===== src/rtl/div_share_pkg.sv =====
// rtl/div_share_pkg.sv - shared types and constants for the divider-sharing arbiter
// Purpose : sequencer state encoding, default datapath width and the latency of
//           the shift-subtract divider this block fronts.
// Ports   : none (package).
package div_share_pkg;

  // Default operand/result width of the shared divider.
  localparam int DEFAULT_WIDTH = 32;

  // Cycles the shift-subtract divider needs from load to ready at DEFAULT_WIDTH.
  // The arbiter watchdog TIMEOUT must be set above this.
  localparam int DIV_LATENCY = 35;

  typedef enum logic [1:0] {
    ST_IDLE  = 2'd0,
    ST_ISSUE = 2'd1,
    ST_RUN   = 2'd2,
    ST_RESP  = 2'd3
  } state_e;

endpackage


===== src/rtl/div_share_arbiter_if.sv =====
// rtl/div_share_arbiter_if.sv - requester-side request/response bus of the arbiter
// Purpose : bundles the per-requester request and response handshakes plus the
//           shared result bus.
// Signals : req_valid/req_ready/req_dividend/req_divisor  (request channel)
//           resp_valid/resp_ready/resp_quotient/resp_remainder/resp_err (response)
// Modports: master = requesters, slave = arbiter.
interface div_share_arbiter_if
  import div_share_pkg::*;
#(
  parameter int NUM_REQ = 2,
  parameter int WIDTH   = DEFAULT_WIDTH
);

  logic [NUM_REQ-1:0]       req_valid;
  logic [NUM_REQ-1:0]       req_ready;
  logic [NUM_REQ*WIDTH-1:0] req_dividend;
  logic [NUM_REQ*WIDTH-1:0] req_divisor;
  logic [NUM_REQ-1:0]       resp_valid;
  logic [NUM_REQ-1:0]       resp_ready;
  logic [WIDTH-1:0]         resp_quotient;
  logic [WIDTH-1:0]         resp_remainder;
  logic                     resp_err;

  modport master (
    output req_valid, req_dividend, req_divisor, resp_ready,
    input  req_ready, resp_valid, resp_quotient, resp_remainder, resp_err
  );

  modport slave (
    input  req_valid, req_dividend, req_divisor, resp_ready,
    output req_ready, resp_valid, resp_quotient, resp_remainder, resp_err
  );

endinterface


===== src/rtl/rr_pick.sv =====
// rtl/rr_pick.sv - combinational round-robin one-hot selector
// Purpose : picks the first asserted valid bit at or above ptr_i, wrapping from
//           NUM_REQ-1 back to 0.
// Ports   : valid_i     - request vector
//           ptr_i       - round-robin start position
//           grant_o     - one-hot grant (zero when nothing is valid)
//           grant_idx_o - index of the granted bit (0 when nothing is valid)
module rr_pick
  import div_share_pkg::*;
#(
  parameter int NUM_REQ = 2,
  parameter int IDX_W   = $clog2(NUM_REQ)
) (
  input  logic [NUM_REQ-1:0] valid_i,
  input  logic [IDX_W-1:0]   ptr_i,
  output logic [NUM_REQ-1:0] grant_o,
  output logic [IDX_W-1:0]   grant_idx_o
);

  always_comb begin
    logic             found;
    int               idx;
    logic [IDX_W-1:0] sel;
    found       = 1'b0;
    idx         = 0;
    sel         = '0;
    grant_o     = '0;
    grant_idx_o = '0;
    for (int k = 0; k < NUM_REQ; k++) begin
      idx = int'(ptr_i) + k;
      if (idx >= NUM_REQ) idx = idx - NUM_REQ;
      sel = IDX_W'(idx);
      if (!found && valid_i[sel]) begin
        found        = 1'b1;
        grant_o[sel] = 1'b1;
        grant_idx_o  = sel;
      end
    end
  end

endmodule


===== src/rtl/div_share_arbiter.sv =====
// rtl/div_share_arbiter.sv - round-robin sharing of one multicycle divider
// Purpose : accepts one request at a time from NUM_REQ requesters, loads the
//           divider, waits for ready (with watchdog) and returns the result to
//           the owning requester over a valid/ready handshake.
// Ports   : clk, rst (async, active-high)
//           bus  - div_share_arbiter_if.slave requester request/response bus
//           busy - high outside IDLE
//           div_start/div_run/div_dividend/div_divisor - divider control/operands
//           div_rdy/div_quotient/div_remainder         - divider results
// Option  : DIV_ZERO_BYPASS_EN - zero divisors answered directly (q=all ones,
//           r=dividend) without starting the divider.
module div_share_arbiter
  import div_share_pkg::*;
#(
  parameter int NUM_REQ = 2,
  parameter int WIDTH   = DEFAULT_WIDTH,
  parameter int TIMEOUT = 64
) (
  input  logic                clk,
  input  logic                rst,
  div_share_arbiter_if.slave  bus,
  output logic                busy,
  output logic                div_start,
  output logic                div_run,
  output logic [WIDTH-1:0]    div_dividend,
  output logic [WIDTH-1:0]    div_divisor,
  input  logic                div_rdy,
  input  logic [WIDTH-1:0]    div_quotient,
  input  logic [WIDTH-1:0]    div_remainder
);

  localparam int IDX_W = $clog2(NUM_REQ);
  localparam int WD_W  = $clog2(TIMEOUT + 1);

  state_e             state_q, state_d;
  logic [IDX_W-1:0]   rr_q, rr_d;
  logic [IDX_W-1:0]   owner_q, owner_d;
  logic [WD_W-1:0]    wd_q, wd_d;
  logic [WIDTH-1:0]   dvd_q, dvd_d;
  logic [WIDTH-1:0]   dvs_q, dvs_d;
  logic [WIDTH-1:0]   quo_q, quo_d;
  logic [WIDTH-1:0]   rem_q, rem_d;
  logic               err_q, err_d;

  logic [NUM_REQ-1:0] grant;
  logic [IDX_W-1:0]   grant_idx;
  logic [NUM_REQ-1:0] resp_valid_c;
  logic [WIDTH-1:0]   dvd_arr [NUM_REQ];
  logic [WIDTH-1:0]   dvs_arr [NUM_REQ];

  for (genvar g = 0; g < NUM_REQ; g++) begin : g_unpack
    assign dvd_arr[g] = bus.req_dividend[g*WIDTH +: WIDTH];
    assign dvs_arr[g] = bus.req_divisor[g*WIDTH +: WIDTH];
  end

  rr_pick #(
    .NUM_REQ (NUM_REQ),
    .IDX_W   (IDX_W)
  ) u_rr_pick (
    .valid_i     (bus.req_valid),
    .ptr_i       (rr_q),
    .grant_o     (grant),
    .grant_idx_o (grant_idx)
  );

  always_ff @(posedge clk or posedge rst) begin
    if (rst) begin
      state_q <= ST_IDLE;
      rr_q    <= '0;
      owner_q <= '0;
      wd_q    <= '0;
      dvd_q   <= '0;
      dvs_q   <= '0;
      quo_q   <= '0;
      rem_q   <= '0;
      err_q   <= 1'b0;
    end else begin
      state_q <= state_d;
      rr_q    <= rr_d;
      owner_q <= owner_d;
      wd_q    <= wd_d;
      dvd_q   <= dvd_d;
      dvs_q   <= dvs_d;
      quo_q   <= quo_d;
      rem_q   <= rem_d;
      err_q   <= err_d;
    end
  end

  always_comb begin
    state_d = state_q;
    rr_d    = rr_q;
    owner_d = owner_q;
    wd_d    = wd_q;
    dvd_d   = dvd_q;
    dvs_d   = dvs_q;
    quo_d   = quo_q;
    rem_d   = rem_q;
    err_d   = err_q;
    unique case (state_q)
      ST_IDLE: begin
        // Any grant bit implies req_valid & req_ready for that requester.
        if (|grant) begin
          owner_d = grant_idx;
          dvd_d   = dvd_arr[grant_idx];
          dvs_d   = dvs_arr[grant_idx];
          wd_d    = '0;
`ifdef DIV_ZERO_BYPASS_EN
          if (dvs_arr[grant_idx] == '0) begin
            quo_d   = '1;
            rem_d   = dvd_arr[grant_idx];
            err_d   = 1'b0;
            state_d = ST_RESP;
          end else begin
            state_d = ST_ISSUE;
          end
`else
          state_d = ST_ISSUE;
`endif
        end
      end
      ST_ISSUE: begin
        wd_d    = '0;
        state_d = ST_RUN;
      end
      ST_RUN: begin
        wd_d = wd_q + WD_W'(1);
        // div_rdy is checked first so it wins a tie with the watchdog.
        if (div_rdy) begin
          quo_d   = div_quotient;
          rem_d   = div_remainder;
          err_d   = 1'b0;
          state_d = ST_RESP;
        end else if (wd_q == WD_W'(TIMEOUT - 1)) begin
          quo_d   = '0;
          rem_d   = '0;
          err_d   = 1'b1;
          state_d = ST_RESP;
        end
      end
      ST_RESP: begin
        if (bus.resp_ready[owner_q]) begin
          rr_d    = (owner_q == IDX_W'(NUM_REQ - 1)) ? '0 : owner_q + IDX_W'(1);
          wd_d    = '0;
          state_d = ST_IDLE;
        end
      end
      default: state_d = ST_IDLE;
    endcase
  end

  always_comb begin
    resp_valid_c = '0;
    if (state_q == ST_RESP) resp_valid_c[owner_q] = 1'b1;
  end

  assign bus.req_ready      = (state_q == ST_IDLE) ? grant : '0;
  assign bus.resp_valid     = resp_valid_c;
  assign bus.resp_quotient  = quo_q;
  assign bus.resp_remainder = rem_q;
  assign bus.resp_err       = err_q;

  assign busy         = (state_q != ST_IDLE);
  assign div_start    = (state_q == ST_ISSUE);
  assign div_run      = (state_q == ST_RUN);
  assign div_dividend = dvd_q;
  assign div_divisor  = dvs_q;

endmodule


===== src/flat_wrapper.sv =====
// flat-port wrapper written by rule: the top's interface ports become plain ports
module div_share_arbiter_flat import div_share_pkg::*;
#(
  parameter int NUM_REQ = 2,
  parameter int WIDTH   = DEFAULT_WIDTH,
  parameter int TIMEOUT = 64
)
  (clk, rst, busy, div_start, div_run, div_dividend, div_divisor, div_rdy, div_quotient, div_remainder, bus_req_valid, bus_req_dividend, bus_req_divisor, bus_resp_ready, bus_req_ready, bus_resp_valid, bus_resp_quotient, bus_resp_remainder, bus_resp_err);
  div_share_arbiter_if #(.NUM_REQ(NUM_REQ), .WIDTH(WIDTH)) bus_i ();
  input  logic clk;
  input  logic rst;
  output logic busy;
  output logic div_start;
  output logic div_run;
  output logic [WIDTH-1:0] div_dividend;
  output logic [WIDTH-1:0] div_divisor;
  input  logic div_rdy;
  input  logic [WIDTH-1:0] div_quotient;
  input  logic [WIDTH-1:0] div_remainder;
  input wire logic [$bits(bus_i.req_valid)-1:0] bus_req_valid;
  input wire logic [$bits(bus_i.req_dividend)-1:0] bus_req_dividend;
  input wire logic [$bits(bus_i.req_divisor)-1:0] bus_req_divisor;
  input wire logic [$bits(bus_i.resp_ready)-1:0] bus_resp_ready;
  output wire logic [$bits(bus_i.req_ready)-1:0] bus_req_ready;
  output wire logic [$bits(bus_i.resp_valid)-1:0] bus_resp_valid;
  output wire logic [$bits(bus_i.resp_quotient)-1:0] bus_resp_quotient;
  output wire logic [$bits(bus_i.resp_remainder)-1:0] bus_resp_remainder;
  output wire logic [$bits(bus_i.resp_err)-1:0] bus_resp_err;
  assign bus_i.req_valid = bus_req_valid;
  assign bus_i.req_dividend = bus_req_dividend;
  assign bus_i.req_divisor = bus_req_divisor;
  assign bus_i.resp_ready = bus_resp_ready;
  assign bus_req_ready = bus_i.req_ready;
  assign bus_resp_valid = bus_i.resp_valid;
  assign bus_resp_quotient = bus_i.resp_quotient;
  assign bus_resp_remainder = bus_i.resp_remainder;
  assign bus_resp_err = bus_i.resp_err;
  div_share_arbiter #(.NUM_REQ(NUM_REQ), .WIDTH(WIDTH), .TIMEOUT(TIMEOUT)) u_core (.clk(clk), .rst(rst), .bus(bus_i), .busy(busy), .div_start(div_start), .div_run(div_run), .div_dividend(div_dividend), .div_divisor(div_divisor), .div_rdy(div_rdy), .div_quotient(div_quotient), .div_remainder(div_remainder));
endmodule

===== config.mk =====
export PLATFORM = sky130hd
export DESIGN_NAME = div_share_arbiter_flat
export DESIGN_NICKNAME = d
export VERILOG_FILES = /design/src/rtl/div_share_pkg.sv /design/src/rtl/div_share_arbiter_if.sv /design/src/rtl/rr_pick.sv /design/src/rtl/div_share_arbiter.sv /design/src/flat_wrapper.sv
export SDC_FILE = /design/constraint.sdc
export NUM_CORES = 1
export LEC_CHECK = 0
export ABC_AREA = 0
export CAP_MARGIN = 25
export CELL_PAD_IN_SITES_DETAIL_PLACEMENT = 1
export CELL_PAD_IN_SITES_GLOBAL_PLACEMENT = 1
export CORE_MARGIN = 4
export CORE_UTILIZATION = 26
export CTS_CLUSTER_DIAMETER = 50
export CTS_CLUSTER_SIZE = 40
export DETAILED_ROUTE_END_ITERATION = 10
export PLACE_DENSITY_LB_ADDON = 0.3
export SYNTH_ARGS = -nofsm -noshare
export SYNTH_HDL_FRONTEND = slang
export SYNTH_SLANG_ARGS = --single-unit
export TNS_END_PERCENT = 50

===== constraint.sdc =====
create_clock -name clk -period 5.4 [get_ports clk]
set_input_delay 1.62 -clock clk [delete_from_list [all_inputs] [get_ports clk]]
set_output_delay 1.62 -clock clk [all_outputs]
set_load 0.1 [all_outputs]

# Word level (Yosys, flattened, before mapping)
# Index checks and enable logic that the tools add are counted.
# classes
add_sub_neg	5
n_lt_le_gt_ge	9
n_eq_ne	7
mux	41
n_bitwise	2
reduce_logical	14
# ops
operator	n
32-bit two-way mux	9
7-bit case mux with 4 select lines	1
1-bit two-way mux	17
2-bit two-way mux	8
7-bit two-way mux	2
2-bit case mux with 4 select lines	1
2-bit AND reduction	4
7-bit by 1-bit adder with 7-bit output (second input constant)	1
7-bit by 6-bit == test with 1-bit output (second input constant)	1
1-bit by 2-bit less-than comparator with 1-bit output (second input constant)	3
2-bit == test (second input constant)	2
2-bit >= comparator (second input constant)	2
1-bit logical AND	4
2-bit by 1-bit inequality test with 1-bit output (second input constant)	2
2-bit nonzero test	2
1-bit demux with 1-bit select	3
1-bit >= comparator (second input constant)	3
3-bit by 1-bit inequality test with 1-bit output (second input constant)	1
3-bit AND reduction	1
1-bit by 1-bit adder with 2-bit output (second input constant)	1
2-bit by 1-bit == test with 1-bit output (second input constant)	1
1-bit by 2-bit >= comparator with 1-bit output (second input constant)	1
2-bit logical NOT	1
1-bit NOT with 2-bit output	1
other kinds (5)	6
# totals
reg_bits	140
input_bits	199
word_cells	87

# Logic depth before layout (Yosys ltp)
# logic_depth
word_depth	12
depth_mapped	8

# Hierarchy
# Synthesis repeated with hierarchy kept, for this count alone.
# unflattened
hier_cells	501
area_unflattened_um2	5864.4
# modules_own_cells
module	instances	cells_each	area_per_inst_um2	seq_area_each_um2
div_share_arbiter	1	497	5834.3	3503.4
rr_pick	1	4	30.0	0.0

# Worst setup path after synthesis
# Ideal clock, no wire load.
# synth_path
kind	in2out
startpoint	input port bus_req_valid[0]
endpoint	output port bus_req_ready[0]
t_arrival_ns	3.971
slack_ns	-0.191
path_stages	2
path_buffers	0
path_cell_list	inv_1 a211oi_1
# synth_via
elab_chain_len	7
elab_cells_between_ends	11
classes_between	mux: 8; bitwise: 1; reduce/logical: 2
# synth_rtl
item	line	text
from (decl)	flat_wrapper.sv:20	input wire logic [$bits(bus_i.req_valid)-1:0] bus_req_valid;
1-bit two-way mux (not written as such) (2 in a row)	rr_pick.sv:33	if (!found && valid_i[sel]) begin
1-bit two-way mux	rr_pick.sv:33	
1-bit logical NOT	rr_pick.sv:33	
1-bit logical AND	rr_pick.sv:33	
2-bit two-way mux *	rr_pick.sv:33	
2-bit two-way mux *	div_share_arbiter.sv:157	assign bus.req_ready = (state_q == ST_IDLE) ? grant : '0;
to (decl)	flat_wrapper.sv:24	output wire logic [$bits(bus_i.req_ready)-1:0] bus_req_ready;
# Mark *: on every way between the ends. The rest lies on a longest branch, timed or not. The select of a mux whose other input is x is not followed.

# Worst setup path in the final report
# Ends and elaborated chain as after synthesis.

==> results.sh <==
export IMPL_cts_htree_levels=4
export IMPL_start_kind="primary input"
export IMPL_cp_top_family="buffers and inverters"
export IMPL_hold_viol=0
export IMPL_drive_gt1_share_pct=6.25
export IMPL_path_depth=4
export IMPL_nNetsFinal=1024
export IMPL_grt_usage_pct=16.2
export IMPL_worstReg2RegStart="u_core.state_q[0]$_DFFE_PP0P_"
export IMPL_rsz0062_at_grt="false"
export IMPL_antenna_found_initial=0
export IMPL_cts_tree="yes"
export IMPL_wl_per_cell_um=18.7
export IMPL_slew_headroom_pct=27.2
export IMPL_antenna_cells=0
export IMPL_place_hpwl_mm=15.7
export IMPL_grt_pass1_vias=5448
export IMPL_tightest_slew_ns=1.09
export IMPL_slowest_stage="clkdlybuf4s50_1"
export IMPL_syn_area_um2=5910
export IMPL_synth_cells=494
export IMPL_area_delta_synth_final_pct=70.6
export IMPL_worstPathRequired_ns=3.78
export IMPL_drtIter0Drc=318
export IMPL_outcome="completed"
export IMPL_cts_setup_buffers=0
export IMPL_cts_resized=0
export IMPL_crit_type="in -> out"
export IMPL_fillers=2382
export IMPL_crit_path_max_incr_delay_ns=0.54
export IMPL_drc=0
export IMPL_synth_fp_nets=698
export IMPL_yosysWarnings=0
export IMPL_min_path_cells=2
export IMPL_worst_path_max_fanout=3
export IMPL_clock_skew_ns=0.00944
export IMPL_hp_class="reg -> reg"
export IMPL_cp_data_arrival_time_ns=2.85
export IMPL_layout_commonest_cell="clkdlybuf4s50_1"
export IMPL_setup_viol=0
export IMPL_max_cap_violations=0
export IMPL_grt_max_degree=96
export IMPL_gp_congestion=0.757
export IMPL_cts_clk_slew_worst_paths_ns=0.06
export IMPL_register_area_um2=3500
export IMPL_crit_chain="clkdlybuf4s50_1 > inv_1 > a211oi_2 > buf_4"
export IMPL_dr_pass1_iters=4
export IMPL_core_area_um2=22100
export IMPL_worstRegToRegCells=5
export IMPL_yosysSeqAreaShare_pct=59.2
export IMPL_route_vias_total=5136
export IMPL_ant_nets=0
export IMPL_r2r_slack_ns=2.90
export IMPL_grt_pass1_wl_mm=32.4
export IMPL_root_buffer="clkbuf_16"
export IMPL_placementRows=54
export IMPL_drt_wl_total_mm=20.8
export IMPL_min_period_ns=4.47
export IMPL_critPathCaptureType="output port"
export IMPL_portBuffers=334
export IMPL_clock_latency_ns=0.41
export IMPL_cts_made_buffers=17
export IMPL_synth_area_per_cell_um2=12.0
export IMPL_min_period_over_period_pct=82.8
export IMPL_yosysUniqueCellTypes=33
export IMPL_cts_buffer_depth=2
export IMPL_hp_start="u_core.div_dividend[26]$_DFFE_PP0P_"
export IMPL_cts_num_sinks=140
export IMPL_routed_via_density=4.62
export IMPL_r2r_end="u_core.bus.resp_quotient[9]$_DFFE_PP0P_"
export IMPL_die_h_um=159
export IMPL_dieArea_um2=25200
export IMPL_final_setup_tns_ns=0
export IMPL_io_pins=335
export IMPL_cp_num_buf_inv=3
export IMPL_multi_input_area_um2=2170
export IMPL_worstSetupStartpoint="bus_req_valid[0]"
export IMPL_layout_common_cells="clkdlybuf4s50_1, dfrtp_1, nand2_1"
export IMPL_grt_overflow=0
export IMPL_die_w_um=159
export IMPL_min_to="u_core.div_dividend[26]$_DFFE_PP0P_"
export IMPL_hold_buffers=0
export IMPL_synth_ff_latch_count=140
export IMPL_finalMaxSlewViolations=0
export IMPL_start_util_pct=26.8
export IMPL_fmax_ghz=0.224
-- worst min-delay path: cells and delay by family (launching register included) --
| kind | cells | cell delay (ns) |
|---|---|---|
| compound gates | 1 | 0.06 |
| simple gates | 1 | 0.05 |
| flops | 1 | 0.34 |
-- stage by stage --
step / worst slack (ns) / instances / area (µm²) / hold slack (ns) / utilization, %
5_1_grt: 0.843 / 1112 / 10100 / 0.498 / 45.7
4_1_cts: 0.922 / 1112 / 10100 / 0.486 / 45.7
3_5_place_dp: 0.925 / 1081 / 9490 / 0.473 / 43.0
3_3_place_gp: 0.948 / 1081 / 9490 / 0.462 / 43.0
6_report: 0.927 / 1112 / 10100 / 0.478 / 45.7
2_1_floorplan: 0.0271 / 494 / 5920 / 0.466 / -
-- logic make-up (layout without fill, tap and decap cells) --
group,after synthesis,after routing,share of synthesized area [%]
AOI/OAI and AO/OA,152,152,17.9
and+or+nand+nor,87,87,6.22
buffers and inverters,44,382,4.42
muxes,66,66,11.2
adders and majority gates,5,5,1.06
DFF,140,140,59.2
-- worst max path at each step --
stage / end / slack, ns
2_1_floorplan: u_core.bus.resp_err$_DFFE_PP0P_ / 0.03
3_3_place_gp: bus_req_ready[0] / 0.95
3_5_place_dp: bus_req_ready[0] / 0.92
4_1_cts: bus_req_ready[0] / 0.92
5_1_grt: bus_req_ready[0] / 0.84
6_report: bus_req_ready[0] / 0.93
-- final cells by class --
| class | instances | share of cell area (%) |
|---|---|---|
| clock buffers | 19 | 4.29 |
| clock inverters | 12 | 1.62 |
| inverters | 8 | 0.347 |
| multi-input cells | 310 | 21.6 |
| flip-flops and latches | 140 | 34.7 |
| well taps | 280 | 3.47 |
| repair buffers | 343 | 34.0 |
-- routing by layer --
metal,vias up,part of all wire [%],GRT usage [%]
li1,2416,-,-
met1,2454,42,19.6
met2,254,46,25.9
met3,12,11,8.24
met4,0,0.90,4.10
met5,-,0,0
-- flip-flops by register name, indices dropped and copies added (netlist names) --
name,count
u_core.div_divisor,32
u_core.rr_q,1
u_core.div_dividend,32
u_core.owner_q,1
u_core.wd_q,7
u_core.bus.resp_quotient,32
u_core.bus.resp_err,1
u_core.bus.resp_remainder,32
u_core.state_q,2
-- synthesized netlist by cell type --
master,n,share of area [%]
o31ai_1,2,0.25
o21a_1,1,0.13
a21oi_1,2,0.17
buf_2,14,1.2
o211ai_1,2,0.25
buf_6,9,1.7
nor2b_1,1,0.11
inv_1,8,0.51
o32a_1,1,0.17
o21ba_2,1,0.17
o41ai_2,1,0.28
o21ai_2,1,0.15
buf_1,1,0.063
a22o_1,65,9.6
and2_1,4,0.42
nor2_1,3,0.19
o21ai_0,49,4.1
nand2_1,71,4.5
mux2_2,1,0.19
clkbuf_1,9,0.57
o21ai_4,1,0.28
a211oi_1,1,0.13
nand2_2,1,0.11
ha_1,5,1.1
dfrtp_1,140,59
o21ai_1,24,2.0
o22ai_1,1,0.11
or2_4,1,0.15
mux2i_1,65,11
nand3_1,3,0.25
nand2b_1,2,0.21
nor3_4,1,0.28
buf_4,3,0.38
Power is left out: the tool's default activity adds up to more than one toggle a clock period on the data nets, which glitch-free logic cannot reach.
